File: src/rtl/wb_forward_source.sv
// -----------------------------------------------------------------------------
// wb_forward_source
//
// Producer side of operand forwarding. Owns the EX/MEM and MEM/WB
// destination-tracking registers, presents each slot's address/valid/value to
// the decode-side forwarding selector, drives the register-file write port and
// raises the load-use and memory-wait stall signals toward the front end.
//
// Ports
//   clk, rst            rising-edge clock, asynchronous active-low reset
//   ex_*                instruction currently in EX (write enable, load flag,
//                       destination, ALU result)
//   dec_*               source/destination-as-source addresses read by the
//                       instruction in decode, with their use flags
//   flush               discard the instruction entering EX/MEM
//   mem_ready/mem_rdata load data return from data memory
//   exmem_*             EX/MEM slot as seen by the forwarding selector
//   memwb_*             MEM/WB slot as seen by the forwarding selector
//   rf_*                register-file write port (straight from MEM/WB)
//   load_use_stall      hold decode/fetch, bubble into EX
//   mem_wait            hold whole front end while a load waits on memory
//   stall_count         saturating count of stalled cycles
//
// Handshake: a load sitting in EX/MEM completes on the first rising edge at
// which mem_ready is high; mem_rdata is only sampled on that edge. While
// mem_ready is low the load is held in EX/MEM and MEM/WB receives a bubble.
// Consumers must qualify every address match with the matching *_valid flag.
// -----------------------------------------------------------------------------
module wb_forward_source #(
    parameter int DATA_W = 16,
    parameter int ADDR_W = 3,
    parameter int CNT_W  = 16
) (
    input  logic              clk,
    input  logic              rst,
    input  logic              ex_wb_en,
    input  logic              ex_is_load,
    input  logic [ADDR_W-1:0] ex_rdst,
    input  logic [DATA_W-1:0] ex_result,
    input  logic [ADDR_W-1:0] dec_rsrc,
    input  logic [ADDR_W-1:0] dec_rdst,
    input  logic              dec_uses_rsrc,
    input  logic              dec_uses_rdst,
    input  logic              flush,
    input  logic              mem_ready,
    input  logic [DATA_W-1:0] mem_rdata,
    output logic              exmem_valid,
    output logic [ADDR_W-1:0] exmem_addr,
    output logic [DATA_W-1:0] exmem_data,
    output logic              exmem_is_load,
    output logic              memwb_valid,
    output logic [ADDR_W-1:0] memwb_addr,
    output logic [DATA_W-1:0] memwb_data,
    output logic              rf_we,
    output logic [ADDR_W-1:0] rf_waddr,
    output logic [DATA_W-1:0] rf_wdata,
    output logic              load_use_stall,
    output logic              mem_wait,
    output logic [CNT_W-1:0]  stall_count
);

    logic              r_exmem_valid;
    logic              r_exmem_is_load;
    logic [ADDR_W-1:0] r_exmem_addr;
    logic [DATA_W-1:0] r_exmem_data;
    logic              r_memwb_valid;
    logic [ADDR_W-1:0] r_memwb_addr;
    logic [DATA_W-1:0] r_memwb_data;
    logic [CNT_W-1:0]  r_stall_count;

    logic              w_mem_wait;
    logic              w_src_hit;
    logic              w_dst_hit;
    logic              w_load_use;
    logic              w_stall_any;
    logic              w_cnt_sat;

    // A load in EX/MEM with no data yet freezes the pipe.
    assign w_mem_wait = r_exmem_valid & r_exmem_is_load & ~mem_ready;

    assign w_src_hit  = dec_uses_rsrc & (dec_rsrc == ex_rdst);
    assign w_dst_hit  = dec_uses_rdst & (dec_rdst == ex_rdst);

    // Suppressed during mem_wait: the whole front end is already held, so a
    // bubble into EX would be redundant.
    assign w_load_use = ex_wb_en & ex_is_load & ~w_mem_wait & (w_src_hit | w_dst_hit);

    assign w_stall_any = w_load_use | w_mem_wait;
    assign w_cnt_sat   = &r_stall_count;

    // EX/MEM: hold beats flush, flush beats normal advance.
    always_ff @(posedge clk or negedge rst) begin
        if (!rst) begin
            r_exmem_valid   <= 1'b0;
            r_exmem_is_load <= 1'b0;
            r_exmem_addr    <= '0;
            r_exmem_data    <= '0;
        end else if (w_mem_wait) begin
            r_exmem_valid   <= r_exmem_valid;
            r_exmem_is_load <= r_exmem_is_load;
        end else if (flush) begin
            // Address/data are meaningless once valid drops; leave them.
            r_exmem_valid   <= 1'b0;
            r_exmem_is_load <= 1'b0;
        end else begin
            r_exmem_valid   <= ex_wb_en;
            r_exmem_is_load <= ex_is_load & ex_wb_en;
            r_exmem_addr    <= ex_rdst;
            r_exmem_data    <= ex_result;
        end
    end

    // MEM/WB: bubble while waiting on memory; flush never reaches here.
    always_ff @(posedge clk or negedge rst) begin
        if (!rst) begin
            r_memwb_valid <= 1'b0;
            r_memwb_addr  <= '0;
            r_memwb_data  <= '0;
        end else if (w_mem_wait) begin
            r_memwb_valid <= 1'b0;
        end else begin
            r_memwb_valid <= r_exmem_valid;
            r_memwb_addr  <= r_exmem_addr;
            r_memwb_data  <= r_exmem_is_load ? mem_rdata : r_exmem_data;
        end
    end

    always_ff @(posedge clk or negedge rst) begin
        if (!rst) begin
            r_stall_count <= '0;
        end else if (w_stall_any && !w_cnt_sat) begin
            r_stall_count <= r_stall_count + 1'b1;
        end
    end

    assign exmem_valid    = r_exmem_valid;
    assign exmem_addr     = r_exmem_addr;
    assign exmem_data     = r_exmem_data;
    assign exmem_is_load  = r_exmem_is_load;
    assign memwb_valid    = r_memwb_valid;
    assign memwb_addr     = r_memwb_addr;
    assign memwb_data     = r_memwb_data;
    assign rf_we          = r_memwb_valid;
    assign rf_waddr       = r_memwb_addr;
    assign rf_wdata       = r_memwb_data;
    assign load_use_stall = w_load_use;
    assign mem_wait       = w_mem_wait;
    assign stall_count    = r_stall_count;

endmodule

File: config.mk
export PLATFORM = sky130hd
export DESIGN_NAME = wb_forward_source
export DESIGN_NICKNAME = d
export VERILOG_FILES = /design/src/rtl/wb_forward_source.sv
export SDC_FILE = /design/constraint.sdc
export NUM_CORES = 1
export LEC_CHECK = 0
export ABC_CLOCK_PERIOD_IN_PS = 2050
export CAP_MARGIN = 10
export CORE_MARGIN = 5
export CORE_UTILIZATION = 35
export CTS_BUF_LIST = sky130_fd_sc_hd__clkbuf_4
export CTS_CLUSTER_DIAMETER = 50
export DETAILED_ROUTE_END_ITERATION = 16
export GPL_TIMING_DRIVEN = 0
export HOLD_SLACK_MARGIN = 0.03
export PLACE_DENSITY = 0.7
export SLEW_MARGIN = 10
export SYNTH_ARGS = -nofsm -noshare
export SYNTH_HDL_FRONTEND = slang
export SYNTH_SLANG_ARGS = --single-unit
File: constraint.sdc
create_clock -name clk -period 2.05 [get_ports clk]
set_clock_uncertainty 0.05 [all_clocks]
set_input_delay 0.41 -clock clk [delete_from_list [all_inputs] [get_ports clk]]
set_output_delay 0.41 -clock clk [all_outputs]
set_load 0.02 [all_outputs]
Word-level counts from Yosys, hierarchy flattened
Index checks and enable logic that the tools add are counted.
W data, S select, Z words.
{"block": "classes", "add_sub_neg": 1, "n_eq_ne": 2, "muxes": 4, "n_bitwise": 12, "n_reduce_logical": 4}
{"cell": "$add A16 B1 Y16 const B", "n": 1}
{"cell": "$mux W16", "n": 1}
{"cell": "$reduce_and A16 Y1", "n": 1}
{"cell": "$and A1 B1 Y1", "n": 7}
{"cell": "$eq A3 B3 Y1", "n": 2}
{"cell": "$mux W1", "n": 3}
{"cell": "$not A1 Y1", "n": 3}
{"cell": "$or A1 B1 Y1", "n": 2}
{"cell": "$reduce_and A2 Y1", "n": 1}
{"cell": "$logic_and A1 B1 Y1", "n": 1}
{"cell": "$logic_not A1 Y1", "n": 1}
{"block": "totals", "register_bits": 57, "out_inout_bits": 79}

Longest topological paths before layout
{"block": "depth", "ltp_word": 7, "ltp_mapped": 8}

Worst setup path after synthesis
Ideal clock, no wire load.
{"block": "synth_path", "kind": "register -> output", "start": "register r_exmem_is_load, in the netlist exmem_is_load", "end": "output load_use_stall", "arrival_ns": 1.673, "required_ns": 1.590, "path_slack_ns": -0.083, "stages_incl_launch_ff": 7, "cell_sequence": "dfrtp_1 > buf_4 > nand3_4 > inv_2 > buf_2 > buf_2 > a211oi_1"}
{"block": "synth_between", "elab_chain_cells": 5}
{"element": "start, declared", "line_no": "63", "rtl": "logic r_exmem_is_load;"}
{"element": "start signal, assigned", "line_no": "100", "rtl": "r_exmem_is_load <= r_exmem_is_load;"}
{"element": "start signal, assigned", "line_no": "107", "rtl": "r_exmem_is_load <= ex_is_load & ex_wb_en;"}
{"element": "$and A1 B1 Y1 (2 in series)", "line_no": "79", "rtl": "assign w_mem_wait = r_exmem_valid & r_exmem_is_load & ~mem_ready;"}
{"element": "net mem_wait", "line_no": "58", "rtl": "output logic mem_wait,"}
{"element": "$not A1 Y1 (no line)"}
{"element": "$and A1 B1 Y1 (2 in series)", "line_no": "86", "rtl": "assign w_load_use = ex_wb_en & ex_is_load & ~w_mem_wait & (w_src_hit | w_dst_hit);"}
{"element": "end, declared", "line_no": "57", "rtl": "output logic load_use_stall,"}
The timed path passes the listed nets, and every way through them passes these cells.

Final worst setup path
{"block": "layout_path", "start": "input mem_ready", "end": "output load_use_stall"}
{"block": "layout_between", "elab_chain_cells": 5}
{"element": "start, declared", "line_no": "45", "rtl": "input logic mem_ready,"}
{"element": "$not A1 Y1", "line_no": "79"}
{"element": "$and A1 B1 Y1", "line_no": "79"}
{"element": "$not A1 Y1 (no line)"}
{"element": "$and A1 B1 Y1 (2 in series)", "line_no": "86"}
Every way passes these cells.

==> results.tsv <==
metric	value	unit
status	finished clean	
full die area	9690	um^2
Clock Pin Slew Worst Setup and Hold Paths	100	ps
Yosys top cell by area	dfrtp_1	
Die W	98.5	um
largest family of logic cells by synthesized area	multiplexers	
Register-to-Register Path Depth	6	
Slew Limit Fails	0	
minimum clock period	1990	ps
CP Data Required Time	1590	ps
DRT met1 WL	3.20	mm
PwrDens	709	nW/um^2
global route overflow	0	
Max FO, Critical Path	8	
Residual DRC	0	
Placed Cells	464	
Initial DRC Count	70	
IO buf count	127	
Slew headroom	50.6	%
Hold WC Path Type	in2async	
count leader, synth	dfrtp_1	
Slowest Stage Delay on Critical Path	460	ps
Synth Area in Compound Gates	5.76	%
post-synthesis sequential area ratio	52.1	%
Vias/cell	4.65	
Slowest cell on crit path	clkdlybuf4s50_1	
Max Root-Sink Buffers	2	
simple-gate share of the synthesized area	12.8	%
fraction of layout cells with a size suffix above 1	22.2	%
CTS tree	done	
Peak VDD IR	0.476	mV
Crit Path Class	in2out	
crit path cell chain	clkdlybuf4s50_1 > inv_1 > nand3_4 > inv_4 > buf_12 > a211oi_2 > buf_4	
Syn Nets	285	
final antenna-violating net count	0	
# IOs	128	
number of fill cells in the layout	710	
Num CTS Buffers	9	
core area	7690	um^2
DR top layer	met4	
final WL	7.39	mm
Crit. End Element	output port	
initial core utilization	35.6	%
Synth top cells by count	dfrtp_1, nand2_1, buf_4	
post-synth top area share	52.1	%
met3 wire length	517	um
routability cong.	0.827	
post-synthesis mux area share	14.9	%
R2R Setup Slk	180	ps
number of global-route vias before repair	2337	
yosys warns	0	
FF+latch count, synth	57	
DR vias	2253	
xor/xnor share of the synthesized area	6.08	%
GRT Util Overall	15.6	%
Max Cap Viol	0	
Post-Syn Instances	235	
Reg2Reg Capture Point	stall_count[1]$_DFFE_PN0P_	
WP data arrival	1530	ps
EDFF count, synth	0	
Primary FF master, synth	dfrtp_1	
Fin Setup TNS	0	ps
top post-synthesis cells by area	dfrtp_1, mux2_2, xnor2_1	
Setup crit start	mem_ready	
worst slew pin tran	741	ps
unrepaired setup endpoints after global routing	no	
nets@finish	429	
endpoints failing setup	0	
initial antenna violation count	0	
global-route wire length before repair	12.0	mm
Hold Vio Cnt, Final	0	
R2R Path Start	stall_count[0]$_DFFE_PN0P_	
Lkg Pwr	1.83	nW
Tcrit/Tclk final	97.3	%
Syn Area/Cell	11.7	um^2
routed wl met2	3.59	mm
Rows	32	
largest net degree at the start of global routing	58	
H-tree levels	3	
Final HPWL DP	5.58	mm
Ant. Diodes	0	
Synth Area in Adders	0.457	%
Routed wire per std cell	15.2	um
Post-Syn Area	2740	um^2
Clock Latency Late Sink	370	ps
P&R area growth vs syn	58.9	%
CTS Root Cell	clkbuf_4	
clock sinks	57	
Worst setup SP type	input pin	
fraction of registers with async set/reset	100	%
Die Span Y	98.5	um
drt pass-1 iters	4	
non-filler cells, final	485	
Fmax achieved	501	MHz
Distinct cells, synth	31	
worst max path at each step:
stage	to	slack (ps)	cells past startpoint
floorplan	load_use_stall	110	6
global placement	memwb_data[1]$_DFFE_PN0N_	-1340	1
detailed placement	load_use_stall	-790	8
CTS	load_use_stall	4	5
global route	load_use_stall	9	6
finish	load_use_stall	60	7
critical path: cells and delay by family:
kind	cells	cell delay, ps
AO/OA/AOI/OAI	1	130
AND/OR/NAND/NOR	1	80
buffers and inverters	5	900
repair_timing:
| action | CTS | global route |
|---|---|---|
| setup endpoints to repair | 2 | 2 |
| hold buffers | 0 | 0 |
| endpoints found under the hold margin | 0 | 0 |
| pin swaps | 4 | 4 |
| resized for setup | 22 | 4 |
| setup buffers | 6 | 1 |
stage by stage:
stage | hold WS, ps | cell area (um^2) | utilization (%) | worst slack [ps] | total power, W
2_1_floorplan | 64.4 | 2740 | - | 113 | 0.00183
3_3_place_gp | 425 | 4140 | 53.9 | -1340 | 0.00234
4_1_cts | 40.3 | 4340 | 56.4 | 4.25 | 0.00314
5_1_grt | 72.3 | 4350 | 56.6 | 8.77 | 0.00326
6_report | 24.1 | 4350 | 56.6 | 55.2 | 0.00309
3_5_place_dp | 441 | 4140 | 53.9 | -793 | 0.00236
kinds of logic after synthesis:
family | Yosys count
flops | 57
buf+inv | 32
xor+xnor | 19
mux | 38
simple gates | 65
compound gates | 23
fa+ha+maj | 1
cells in the final DEF, fill, tap and decap left out, drive strengths merged, types with 2 or more instances in the layout:
cell type,instances
and3,6
o21ai,19
xnor2,19
dfrtp,57
and4,2
nor2,2
nand2,33
clkbuf,11
buf,36
dlygate4sd2,6
mux2i,16
nand4,11
clkinv,4
nand3,8
a211oi,2
mux2,22
dlymetal6s2s,3
inv,3
clkdlybuf4s50,115
cell type report:
class / count / area (um^2) / share of cell area (%)
inverter: 3 / 13.8 / 0.316
clock buffer: 10 / 75.1 / 1.72
clock inverter: 5 / 47.5 / 1.09
sequential: 57 / 1430 / 32.8
timing repair buffer: 134 / 1320 / 30.3
buffer: 28 / 219 / 5.03
multi-input combinational: 146 / 1120 / 25.8
tap: 102 / 128 / 2.93
flip-flops by register name, summed over array words and instances (netlist names):
name / flops
exmem_valid: 1
memwb_addr: 3
memwb_data: 16
stall_count: 16
memwb_valid: 1
exmem_addr: 3
exmem_is_load: 1
exmem_data: 16
where the power goes:
group	switching (W)	internal, W	total (W)	leakage [nW]
clock	0.000387	0.000368	0.000755	0.0711
sequential	0.000114	0.00124	0.00136	0.703
combinational	0.000438	0.000534	0.000972	1.05
per-layer routing:
metal  track usage [%]  vias up
met3              4.81        6
li1                  -     1086
met1              19.1     1063
met2              25.9       98
met5                 0        -
met4              5.67        0
Note: power is estimated with default switching activity, not from simulation.
